[config.mk]
export PLATFORM = sky130hd
export DESIGN_NAME = paralelo_serial_tx_flat
export DESIGN_NICKNAME = d
export VERILOG_FILES = /design/src/rtl/paralelo_serial_tx_pkg.sv /design/src/rtl/paralelo_serial_tx_if.sv /design/src/rtl/paralelo_serial_tx_piso_shift8.sv /design/src/rtl/paralelo_serial_tx.sv /design/src/flat_wrapper.sv
export SDC_FILE = /design/constraint.sdc
export NUM_CORES = 1
export LEC_CHECK = 0
export ABC_CLOCK_PERIOD_IN_PS = 1500
export CORE_AREA = 2 2 43 45
export DETAILED_ROUTE_END_ITERATION = 10
export DIE_AREA = 0 0 45 47
export PLACE_DENSITY = 0.66
export SYNTH_ARGS = -nofsm -noshare
export SYNTH_HDL_FRONTEND = slang
export SYNTH_SLANG_ARGS = --single-unit
[constraint.sdc]
create_clock -name clk_32f -period 1.5 [get_ports clk_32f]
set_input_delay 0.375 -clock clk_32f [delete_from_list [all_inputs] [get_ports clk_32f]]
set_output_delay 0.375 -clock clk_32f [all_outputs]
set_load 0.02 [all_outputs]
[src/rtl/paralelo_serial_tx_pkg.sv]
// rtl/paralelo_serial_tx_pkg.sv - shared characters, widths and state encoding for the lane serializer
//   Used by paralelo_serial_tx and its sub-blocks. The receive-side
//   Serial_Paralelo stage decodes the same COM/IDLE characters.
package paralelo_serial_tx_pkg;

  localparam int BYTE_W = 8;

  // Comma used for training/resync, and filler when no data is offered.
  localparam logic [BYTE_W-1:0] COM_CHAR  = 8'hBC;
  localparam logic [BYTE_W-1:0] IDLE_CHAR = 8'h7C;

  typedef enum logic {
    ST_SYNC   = 1'b0,
    ST_ACTIVE = 1'b1
  } tx_state_e;

endpackage

[src/rtl/paralelo_serial_tx_if.sv]
// rtl/paralelo_serial_tx_if.sv - byte-side and lane-side signals of the lane serializer
//   data_in/valid_in/enable : upstream -> serializer
//   byte_req                : serializer -> upstream, consume strobe
//   data_out/tx_active      : serializer -> lane / status
interface paralelo_serial_tx_if;
  import paralelo_serial_tx_pkg::*;

  logic [BYTE_W-1:0] data_in;
  logic              valid_in;
  logic              enable;
  logic              byte_req;
  logic              data_out;
  logic              tx_active;

  // Upstream byte source and lane observer.
  modport master (
    output data_in, valid_in, enable,
    input  byte_req, data_out, tx_active
  );

  // The serializer itself.
  modport slave (
    input  data_in, valid_in, enable,
    output byte_req, data_out, tx_active
  );

endinterface

[src/rtl/paralelo_serial_tx_piso_shift8.sv]
// rtl/paralelo_serial_tx_piso_shift8.sv - 8-bit load/shift register with bit counter, MSB first
//   clk_32f    : bit clock
//   reset_L    : asynchronous active-low reset
//   load_byte  : byte captured on a load edge
//   load_edge  : high during the cycle whose rising edge loads load_byte
//   serial_out : current serial bit (shift_reg[7])
module piso_shift8
  import paralelo_serial_tx_pkg::*;
(
  input  logic              clk_32f,
  input  logic              reset_L,
  input  logic [BYTE_W-1:0] load_byte,
  output logic              load_edge,
  output logic              serial_out
);

  logic [BYTE_W-1:0] shift_reg_q, shift_reg_d;
  logic [2:0]        bit_cnt_q, bit_cnt_d;

  // bit_cnt resets to 7 so the very first edge after release is a load.
  assign load_edge  = (bit_cnt_q == 3'd7);
  assign serial_out = shift_reg_q[BYTE_W-1];

  always_comb begin
    shift_reg_d = {shift_reg_q[BYTE_W-2:0], 1'b0};
    bit_cnt_d   = bit_cnt_q + 3'd1;
    if (load_edge) begin
      shift_reg_d = load_byte;
      bit_cnt_d   = 3'd0;
    end
  end

  always_ff @(posedge clk_32f or negedge reset_L) begin
    if (!reset_L) begin
      shift_reg_q <= '0;
      bit_cnt_q   <= 3'd7;
    end else begin
      shift_reg_q <= shift_reg_d;
      bit_cnt_q   <= bit_cnt_d;
    end
  end

endmodule

[src/rtl/paralelo_serial_tx.sv]
// rtl/paralelo_serial_tx.sv - per-lane transmit serializer: comma training, then data/IDLE bytes
//   clk_32f       : bit clock
//   reset_L       : asynchronous active-low reset
//   bus (slave)   : data_in/valid_in/enable in; byte_req/data_out/tx_active out
//   tx_byte_count : count of valid data bytes sent (only with PS_BYTE_CNT_EN)
//   Optional feature macro: PS_BYTE_CNT_EN
module paralelo_serial_tx
  import paralelo_serial_tx_pkg::*;
#(
  parameter int COM_COUNT = 4,
  parameter int CNT_W     = 3
) (
  input  logic                  clk_32f,
  input  logic                  reset_L,
  paralelo_serial_tx_if.slave   bus
`ifdef PS_BYTE_CNT_EN
  ,
  output logic [15:0]           tx_byte_count
`endif
);

  localparam logic [CNT_W-1:0] COM_LAST = CNT_W'(COM_COUNT - 1);
  localparam logic [CNT_W-1:0] CNT_ONE  = CNT_W'(1);

  tx_state_e         state_q, state_d;
  logic [CNT_W-1:0]  com_cnt_q, com_cnt_d;
  logic [BYTE_W-1:0] next_byte;
  logic              load_edge;
  logic              serial_bit;

  piso_shift8 u_piso (
    .clk_32f    (clk_32f),
    .reset_L    (reset_L),
    .load_byte  (next_byte),
    .load_edge  (load_edge),
    .serial_out (serial_bit)
  );

  assign bus.data_out  = serial_bit;
  assign bus.tx_active = (state_q == ST_ACTIVE);
  assign bus.byte_req  = (state_q == ST_ACTIVE) && load_edge && bus.enable;

  always_comb begin
    state_d   = state_q;
    com_cnt_d = com_cnt_q;
    next_byte = COM_CHAR;
    if (load_edge) begin
      case (state_q)
        ST_SYNC: begin
          if (bus.enable) begin
            // >= rather than == so a resync (which restarts at 1) still
            // completes when COM_COUNT is 1.
            if (com_cnt_q >= COM_LAST) begin
              state_d   = ST_ACTIVE;
              com_cnt_d = '0;
            end else begin
              com_cnt_d = com_cnt_q + CNT_ONE;
            end
          end else begin
            com_cnt_d = '0;
          end
        end
        ST_ACTIVE: begin
          if (bus.enable) begin
            next_byte = bus.valid_in ? bus.data_in : IDLE_CHAR;
          end else begin
            // The COM loaded now is the first of the new training run.
            state_d   = ST_SYNC;
            com_cnt_d = CNT_ONE;
          end
        end
        default: begin
          state_d = ST_SYNC;
        end
      endcase
    end
  end

  always_ff @(posedge clk_32f or negedge reset_L) begin
    if (!reset_L) begin
      state_q   <= ST_SYNC;
      com_cnt_q <= '0;
    end else begin
      state_q   <= state_d;
      com_cnt_q <= com_cnt_d;
    end
  end

`ifdef PS_BYTE_CNT_EN
  logic [15:0] byte_cnt_q, byte_cnt_d;

  assign tx_byte_count = byte_cnt_q;

  always_comb begin
    byte_cnt_d = byte_cnt_q;
    if (bus.byte_req && bus.valid_in) begin
      byte_cnt_d = byte_cnt_q + 16'd1;
    end
  end

  always_ff @(posedge clk_32f or negedge reset_L) begin
    if (!reset_L) begin
      byte_cnt_q <= '0;
    end else begin
      byte_cnt_q <= byte_cnt_d;
    end
  end
`endif

endmodule

[src/flat_wrapper.sv]
// flat-port wrapper written by rule: the top's interface ports become plain ports
module paralelo_serial_tx_flat import paralelo_serial_tx_pkg::*;
#(
  parameter int COM_COUNT = 4,
  parameter int CNT_W     = 3
)
  (clk_32f, reset_L, bus_data_in, bus_valid_in, bus_enable, bus_byte_req, bus_data_out, bus_tx_active);
  paralelo_serial_tx_if bus_i ();
  input  logic clk_32f;
  input  logic reset_L;
  input wire logic [$bits(bus_i.data_in)-1:0] bus_data_in;
  input wire logic [$bits(bus_i.valid_in)-1:0] bus_valid_in;
  input wire logic [$bits(bus_i.enable)-1:0] bus_enable;
  output wire logic [$bits(bus_i.byte_req)-1:0] bus_byte_req;
  output wire logic [$bits(bus_i.data_out)-1:0] bus_data_out;
  output wire logic [$bits(bus_i.tx_active)-1:0] bus_tx_active;
  assign bus_i.data_in = bus_data_in;
  assign bus_i.valid_in = bus_valid_in;
  assign bus_i.enable = bus_enable;
  assign bus_byte_req = bus_i.byte_req;
  assign bus_data_out = bus_i.data_out;
  assign bus_tx_active = bus_i.tx_active;
  paralelo_serial_tx #(.COM_COUNT(COM_COUNT), .CNT_W(CNT_W)) u_core (.clk_32f(clk_32f), .reset_L(reset_L), .bus(bus_i));
endmodule
# Word level (Yosys, flattened, before mapping)
# Index checks and enable logic that the tools add are counted.
# totals
ram_bits	0
rom_bits	0
memories	0
register_bits	15
latchBits	0
inputBits	12
elab_cells	26
out_inout_bits	3
# op_classes
multipliers	0
n_shift	0
eq_ne	2
n_reduce_logical	3
magnitude_cmp	1
bitwise	1
muxes	13
addsub	2
n_div	0
# op_table
cell	count
2-to-1 mux 8 bit	4
2-to-1 mux 3 bit	4
adder 3 x 1 -> 3 bit (second input constant)	2
case mux 3 bit (2 select lines)	1
equality test 3 bit (second input constant)	1
>= comparator 3 x 2 -> 1 bit (second input constant)	1
2-to-1 mux 1 bit	3
logical AND 1 bit	2
inequality test 2 bit (second input constant)	1
case mux 1 bit (2 select lines)	1
AND reduction 2 bit	1
inverter 1 bit	1

# Depth between registers and ports, before layout
# Gate-level depths: netlist of the first run.
# depth
depth_word	4
depth_mapped	7
depth_no_buf	5

# Modules after synthesis
# Synthesis of the first run repeated with hierarchy kept, for this count alone.
# hier_totals
hier_cells	57
area_unflattened_um2	730.7
# by_module_without_submodules
mod	area_each_um2	cells_per_inst	seq_area_each_um2	n_inst
piso_shift8	431.7	23	279.0	1
paralelo_serial_tx	299.0	34	100.1	1

# Worst setup path after synthesis of the first run
# OpenSTA, ideal clock, no wires.
# synth_timing
path_kind	register to output
from	register u_core.u_piso.bit_cnt_q[0]
to	output bus_byte_req
stages_incl_launch_ff	6
required_ns	1.125
path_slack_ns	-0.083
t_arrival_ns	1.208
cell_sequence	dfstp_2 > ha_1 > ha_1 > buf_6 > and3_1 > buf_6
# synth_between
elab_chain_cells	3
# synth_lines
element	line_no	source
start, declared	paralelo_serial_tx_piso_shift8.sv:18	logic [2:0] bit_cnt_q, bit_cnt_d;
start signal, assigned	paralelo_serial_tx_piso_shift8.sv:39	bit_cnt_q <= bit_cnt_d;
equality test 3 bit	paralelo_serial_tx_piso_shift8.sv:21	assign load_edge = (bit_cnt_q == 3'd7);
logical AND 1 bit (2 in series)	paralelo_serial_tx.sv:41	assign bus.byte_req = (state_q == ST_ACTIVE) && load_edge && bus.enable;
end, declared	flat_wrapper.sv:14	output wire logic [$bits(bus_i.byte_req)-1:0] bus_byte_req;
# Every way passes these cells.

# Worst setup path in the final report of the first run
# Ends and elaborated chain as after synthesis.

==> results of run 1 <==
-- repair_timing --
| action | 4_1_cts | 5_1_grt |
|---|---|---|
| pin swaps | 1 | 4 |
| hold endpoints to repair | 0 | 0 |
| resized for setup | 11 | 1 |
| setup buffers | 0 | 1 |
| endpoints found under the setup margin | 6 | 6 |
-- path summary, 6_finish.rpt --
kind | slack, ns | from | to
setup reg to reg | -0.06 | u_core.u_piso.bit_cnt_q[0] | u_core.com_cnt_q[2]
max in group asynchronous | 0.87 | reset_L | u_core.u_piso.bit_cnt_q[0]
hold reg to reg | 0.48 | u_core.u_piso.shift_reg_q[0] | u_core.u_piso.shift_reg_q[1]
setup / recovery | -0.26 | u_core.u_piso.bit_cnt_q[0] | bus_byte_req
hold / removal | 0.39 | reset_L | u_core.u_piso.shift_reg_q[4]
min in group clk_32f | 0.48 | u_core.u_piso.shift_reg_q[0] | u_core.u_piso.shift_reg_q[1]
-- logic make-up (layout without fill, tap and decap cells) --
kind of cell	Yosys count	in the layout	synth area share [%]
flops	15	15	56.96
compound gates	14	14	17.29
simple gates	13	13	12.60
buf+inv	6	32	5.638
fa+ha+maj	4	4	7.519
-- sequential cells by signal, indices dropped and copies added (netlist names) --
register                   cells
u_core.u_piso.shift_reg_q      8
u_core.com_cnt_q               3
u_core.u_piso.bit_cnt_q        3
u_core.bus.tx_active           1
-- cell usage in the layout, fill, tap and decap left out, types with 2 or more instances in the layout --
cell	n
inv_1	3
clkdlybuf4s50_1	11
ha_1	2
a21oi_1	2
o22a_1	4
nand2_1	3
nor2_1	3
a22o_1	3
dfstp_2	3
ha_4	2
dfrtp_1	12
o21ai_0	2
clkbuf_4	3
buf_4	10
-- cell type report --
cell class,instances,share of cell area [%]
tap,17,2.261
inverter,4,1.596
timing repair buffer,24,22.34
clock buffer,3,2.394
sequential,15,40.29
clock inverter,1,0.5319
multi-input combinational,31,30.59
-- critical path, delay by kind of cell, from the launching register on --
kind,cells,cell delay [ns]
AND/OR/NAND/NOR,1,0.18
adder cells (fa/ha/maj),2,0.25
buffers and inverters,1,0.11
flip-flops,1,0.57
-- through the flow --
stage          util, %  setup TNS [ns]  worst slack, ns  hold slack, ns
2_1_floorplan        -        -0.05743         -0.05743         0.07941
3_3_place_gp     55.08         -0.7637          -0.5222          0.4492
3_5_place_dp     55.08         -0.9245          -0.5316          0.4649
4_1_cts          57.27         -0.4326          -0.2768          0.3944
5_1_grt          56.97         -0.6600          -0.2967          0.4098
6_report         56.97         -0.3641          -0.2623          0.3899
-- power breakdown --
part / leakage (nW) / switching [mW] / internal [mW] / total (mW)
Sequential: 0.177 / 0.0102 / 0.422 / 0.433
Clock: 0.0177 / 0.132 / 0.0989 / 0.231
Combinational: 0.241 / 0.0570 / 0.0851 / 0.142
Total: 0.435 / 0.199 / 0.606 / 0.805
-- layer usage --
metal  global-route usage [%]  wire length (um)  part of all wire, %  vias to the layer above
li1                         -                 -                    -                      237
met1                    18.40               585                   51                      216
met2                    19.43               509                   44                        8
met3                    2.692                43                  3.7                        2
met4                    7.059                12                  1.0                        0
met5                        0                 0                    0                        -
==> impl_metrics.csv, run 1 <==
group,metric,value,unit
clock_tree,cts_tree,"done",
floorplan,die_y,47,um
timing,fmax,567.4,MHz
power,total_leakage_power,0.4352,nW
floorplan,start_util,40.30,%
timing,fin_ws,-0.2623,ns
synth,synth_most_common_cell,"dfrtp_1",
synth,synthTopCellsByArea,"dfrtp_1 45%, dfstp_2 12%, ha_1 7.5%",
placed_design,place_congestion,0.6356,
worst_hold_path,hold_class,"in2async",
timing,finalSetupViolCount,3,
grt,grt_usage,13.22,%
setup_path,crit_type,"reg2out",
floorplan,die_area,2115,um2
timing,slew_headroom,84.05,%
timing,grt_setup_unrepaired,"true",
synth,ys.warnings.count,0,
routing,initialDrtViolationCount,5,
placed_design,dp.cells,91,
cells_and_area,multi_input_area,287.8,um2
clock_tree,clock_tree.buffer_depth,2,
synth,ys_seq_elements,15,
cells_and_area,finalNetCount,95,
synth,syn_inst,52,
clock_tree,holdBufCountCts,0,
grt,grt_antenna_before_repair,0,
routing,wl_per_cell,12.12,um
routing,vias,463,
timing,finalCritPeriodShare,117.5,%
clock_tree,cts_max_level,1,
synth,synth_top_area_share,45.11,%
run,maxCapViolations,0,
floorplan,row_count,15,
outcome,violations,"setup timing",
floorplan,core,1652,um2
cells_and_area,drive_above_1_share,37.18,%
clock_tree,clkTransAtPathRegs,0.09,ns
routing,drtPass1Iterations,4,
power,ir_drop,0.0006220,V
outcome,status,"finished with violations",
placed_design,portBuffers,14,
synth,synth_top_area_cell,"dfrtp_1",
setup_path,crit_path_cell_trace,"ha_4 -> ha_4 -> and3_4 -> buf_6",
routing,drc,0,
setup_path,reg2regPathDepth,6,
floorplan,dieWidth,45,um
setup_path,cpMostUsedCell,"ha_4",
synth,syn_nets,68,
setup_path,end_kind,"output port",
cells_and_area,fillerInstances,158,
synth,netlist_area,665.6,um2
synth,ys.flop_type,"dfrtp_1",
timing,min_period,1.762,ns
synth,ys_async_sr_fraction,100.0,%
cells_and_area,fin_area,940.9,um2
grt,grt_pass1_wl,1952,um
synth,synth_seq_area_share,56.95,%
synth,ys_types,21,
routing,viasPerCell,4.874,
cells_and_area,antenna_cells,0,
synth,yosys-top-cells-count,"12 x dfrtp_1, 4 x ha_1, 4 x inv_1, 4 x o22a_1",
setup_path,critPathArrivalTime,1.39,ns
grt,grt_max_degree,16,
setup_path,start_kind,"register",
routing,wirelength,1151,um
clock_tree,numCtsBuffers,3,
timing,final_hold_viol_count,0,
setup_path,cp.required,1.12,ns
timing,worstMarginPinSlew,0.2360,ns
cells_and_area,syn_to_final_growth,41.35,%
cells_and_area,seq_area,379.1,um2
clock_tree,clk_latency,0.28,ns
synth,syn_area_per_cell,12.80,um2
timing,clock_skew,0.002531,ns
grt,overflow,0,
synth,synth-edff-count,0,
power,p_total,0.8053,mW
routing,ant_nets,0,
cells_and_area,stdcell_count,95,
power,p_per_area,855.9,nW/um2
setup_path,cp_slowest_cell,"dfstp_2",
clock_tree,cts-root-buf,"clkbuf_4",
placed_design,placed_area,909.6,um2
clock_tree,cts_sinks,15,
floorplan,io_pins,15,
timing,maxSlewViolCount,0,
setup_path,max_stage_delay,0.57,ns
grt,grt_pass1_vias,450,
setup_path,critPathMaxFanout,2,
placed_design,dp_hpwl,878.6,um
Note: power is estimated with default switching activity, not from simulation.
==> run 2, diff against run 1 <==
CTS_BUF_LIST = sky130_fd_sc_hd__clkbuf_4 sky130_fd_sc_hd__clkbuf_8 sky130_fd_sc_hd__clkbuf_16   (was default)
==> results of run 2 <==
Same layout as run 1: the final DEF is identical, and so are final timing and power.
==> RTL change, RTL diff (config.mk and constraints of run 2) <==
Set the package constant `BYTE_W` to 10 (it was 8).
--- a/src/rtl/paralelo_serial_tx_pkg.sv
+++ b/src/rtl/paralelo_serial_tx_pkg.sv
@@ -4,5 +4,5 @@
 package paralelo_serial_tx_pkg;
 
-  localparam int BYTE_W = 8;
+  localparam int BYTE_W = 10;
 
   // Comma used for training/resync, and filler when no data is offered.
Ports: changed (resized bus_data_in); port bits go from 15 to 17. The function was not compared with the original's and may differ.
==> RTL change against run 2 <==
The flow still finishes with violations (negative setup slack). Global-route usage is 2.2 points higher. First-iteration DRC count increased by 40%. Worst setup slack got worse by 23 ps. Cell area grew 9.2%. Routed wire length up 21%. Sequential cell count up 2. Power increased by 11%. Clock power is 16% higher. Non-clock buffer count up 1. Die area is the same. Sequential share of layout area up 1.5 points. Area after synthesis grew 8.1%. Critical path type unchanged. Largest cell class unchanged. Largest power group unchanged.
==> RTL change: results (changes against run 2) <==
stage;metric;value;unit;change
run_status;status;finished with violations;;
run_status;violations;negative setup slack;;
grt;grt_max_degree;12;;-4
sta;timing.final.ws_setup;-285;ps;-22.8 ps
placed_design;io_buffers;16;;+2
grt;grt_first_pass_wirelength;2190;um;+12%
synthesis;yosysUniqueCellTypes;23;;+9.5%
sta;fin_hold_ws;375;ps;-15.0 ps
layout;reg.largest.list;u_core.u_piso.shift_reg_q: 10 flops, u_core.com_cnt_q: 3 flops, u_core.u_piso.bit_cnt_q: 3 flops;;
grt;grt_pass1_vias;507;;+13%
placed_design;post-place-ws;-536;ps;-4.77 ps
synthesis;ys_top_cells_by_area;dfrtp_1 49%, dfstp_2 11%, ha_1 7.0%, a22o_1 4.9%, o22a_1 4.9%;;
clock_network;path_clk_slew;110;ps;+20 ps
drt;drt_iter0_drc;7;;+2
sta;setup_viol;11;;+8
synthesis;synthTopCellsByCount;14 x dfrtp_1, 5 x nor2_1;;
pwr;max-vdd-ir-drop;669;uV;+7.5%
synthesis;syn_nets;76;;+12%
drt;via_per_inst;5.31;;+9.0%
layout;fin_nets;104;;+9.5%
layout;drive_above_1_share;29.4;%;-7.8 points
pwr;p_int;679;uW;+12%
grt;grtUsageTotal;15.5;%;+2.2 points
grt;grt_use_met3;6.92;%;+4.2 points
drt;routedWlPerCell;13.7;um;+13%
placed_design;place_area;937;sq um;+3.0%
clock_network;insertion_delay;300;ps;+20 ps
grt;use_met2;24.0;%;+4.6 points
synthesis;yosysSeqAreaShare;59.7;%;+2.7 points
[RTL change: kinds of logic after synthesis]
family	count (synthesis)
simple gates	15
compound gates	16
buf+inv	6
fa+ha+maj	4
flops	17
[RTL change: final timing paths]
check	cells after the start	end	from
worst max register to register	7	u_core.u_piso.shift_reg_q[1]	u_core.u_piso.bit_cnt_q[0]
worst min register to register	1	u_core.u_piso.shift_reg_q[6]	u_core.u_piso.shift_reg_q[5]
worst max-delay path	4	bus_byte_req	u_core.u_piso.bit_cnt_q[0]
min in group clk_32f	1	u_core.u_piso.shift_reg_q[6]	u_core.u_piso.shift_reg_q[5]
max in group asynchronous	2	u_core.u_piso.bit_cnt_q[1]	reset_L
worst min-delay path	2	u_core.com_cnt_q[2]	reset_L
[RTL change: worst reg2reg max path, delay by kind of cell (launching register included)]
family | cells | cell delay, ps
AO/OA/AOI/OAI | 1 | 180
adder cells (fa/ha/maj) | 2 | 310
buffers and inverters | 2 | 250
flip-flops | 1 | 390
AND/OR/NAND/NOR | 2 | 340
[RTL change: stage by stage]
step | std cells | utilization (%)
2_1_floorplan | 58 | -
3_3_place_gp | 96 | 56.7
3_5_place_dp | 96 | 56.7
4_1_cts | 100 | 60.6
5_1_grt | 102 | 62.2
6_report | 102 | 62.2
[RTL change: power groups by stage]
stage	clock network [uW]	registers [uW]	logic, uW
after floorplan	0	505	45.2
after global placement	0	500	132
after detailed placement	0	500	133
after CTS	281	492	134
after global routing	292	496	149
final	268	494	133
[RTL change: routing by layer]
layer  up-vias  share of wire [%]
li1        265                  -
met3         2                6.4
met5         -                  0
met2        17                 47
met4         0               0.86
met1       258                 46
[RTL change: final cells by class]
| class | count | area share, % |
|---|---|---|
| tap | 17 | 2.07 |
| sequential | 17 | 41.8 |
| inverter | 4 | 1.46 |
| multi-input combinational | 35 | 29.4 |
| timing repair buffer | 25 | 22.4 |
| clock buffer | 4 | 2.92 |
[RTL change: timing repair]
action                     CTS  global route
gates resized for setup     16             5
setup endpoints to repair   13            14
pin swaps                    2             5
buffers inserted             0             2
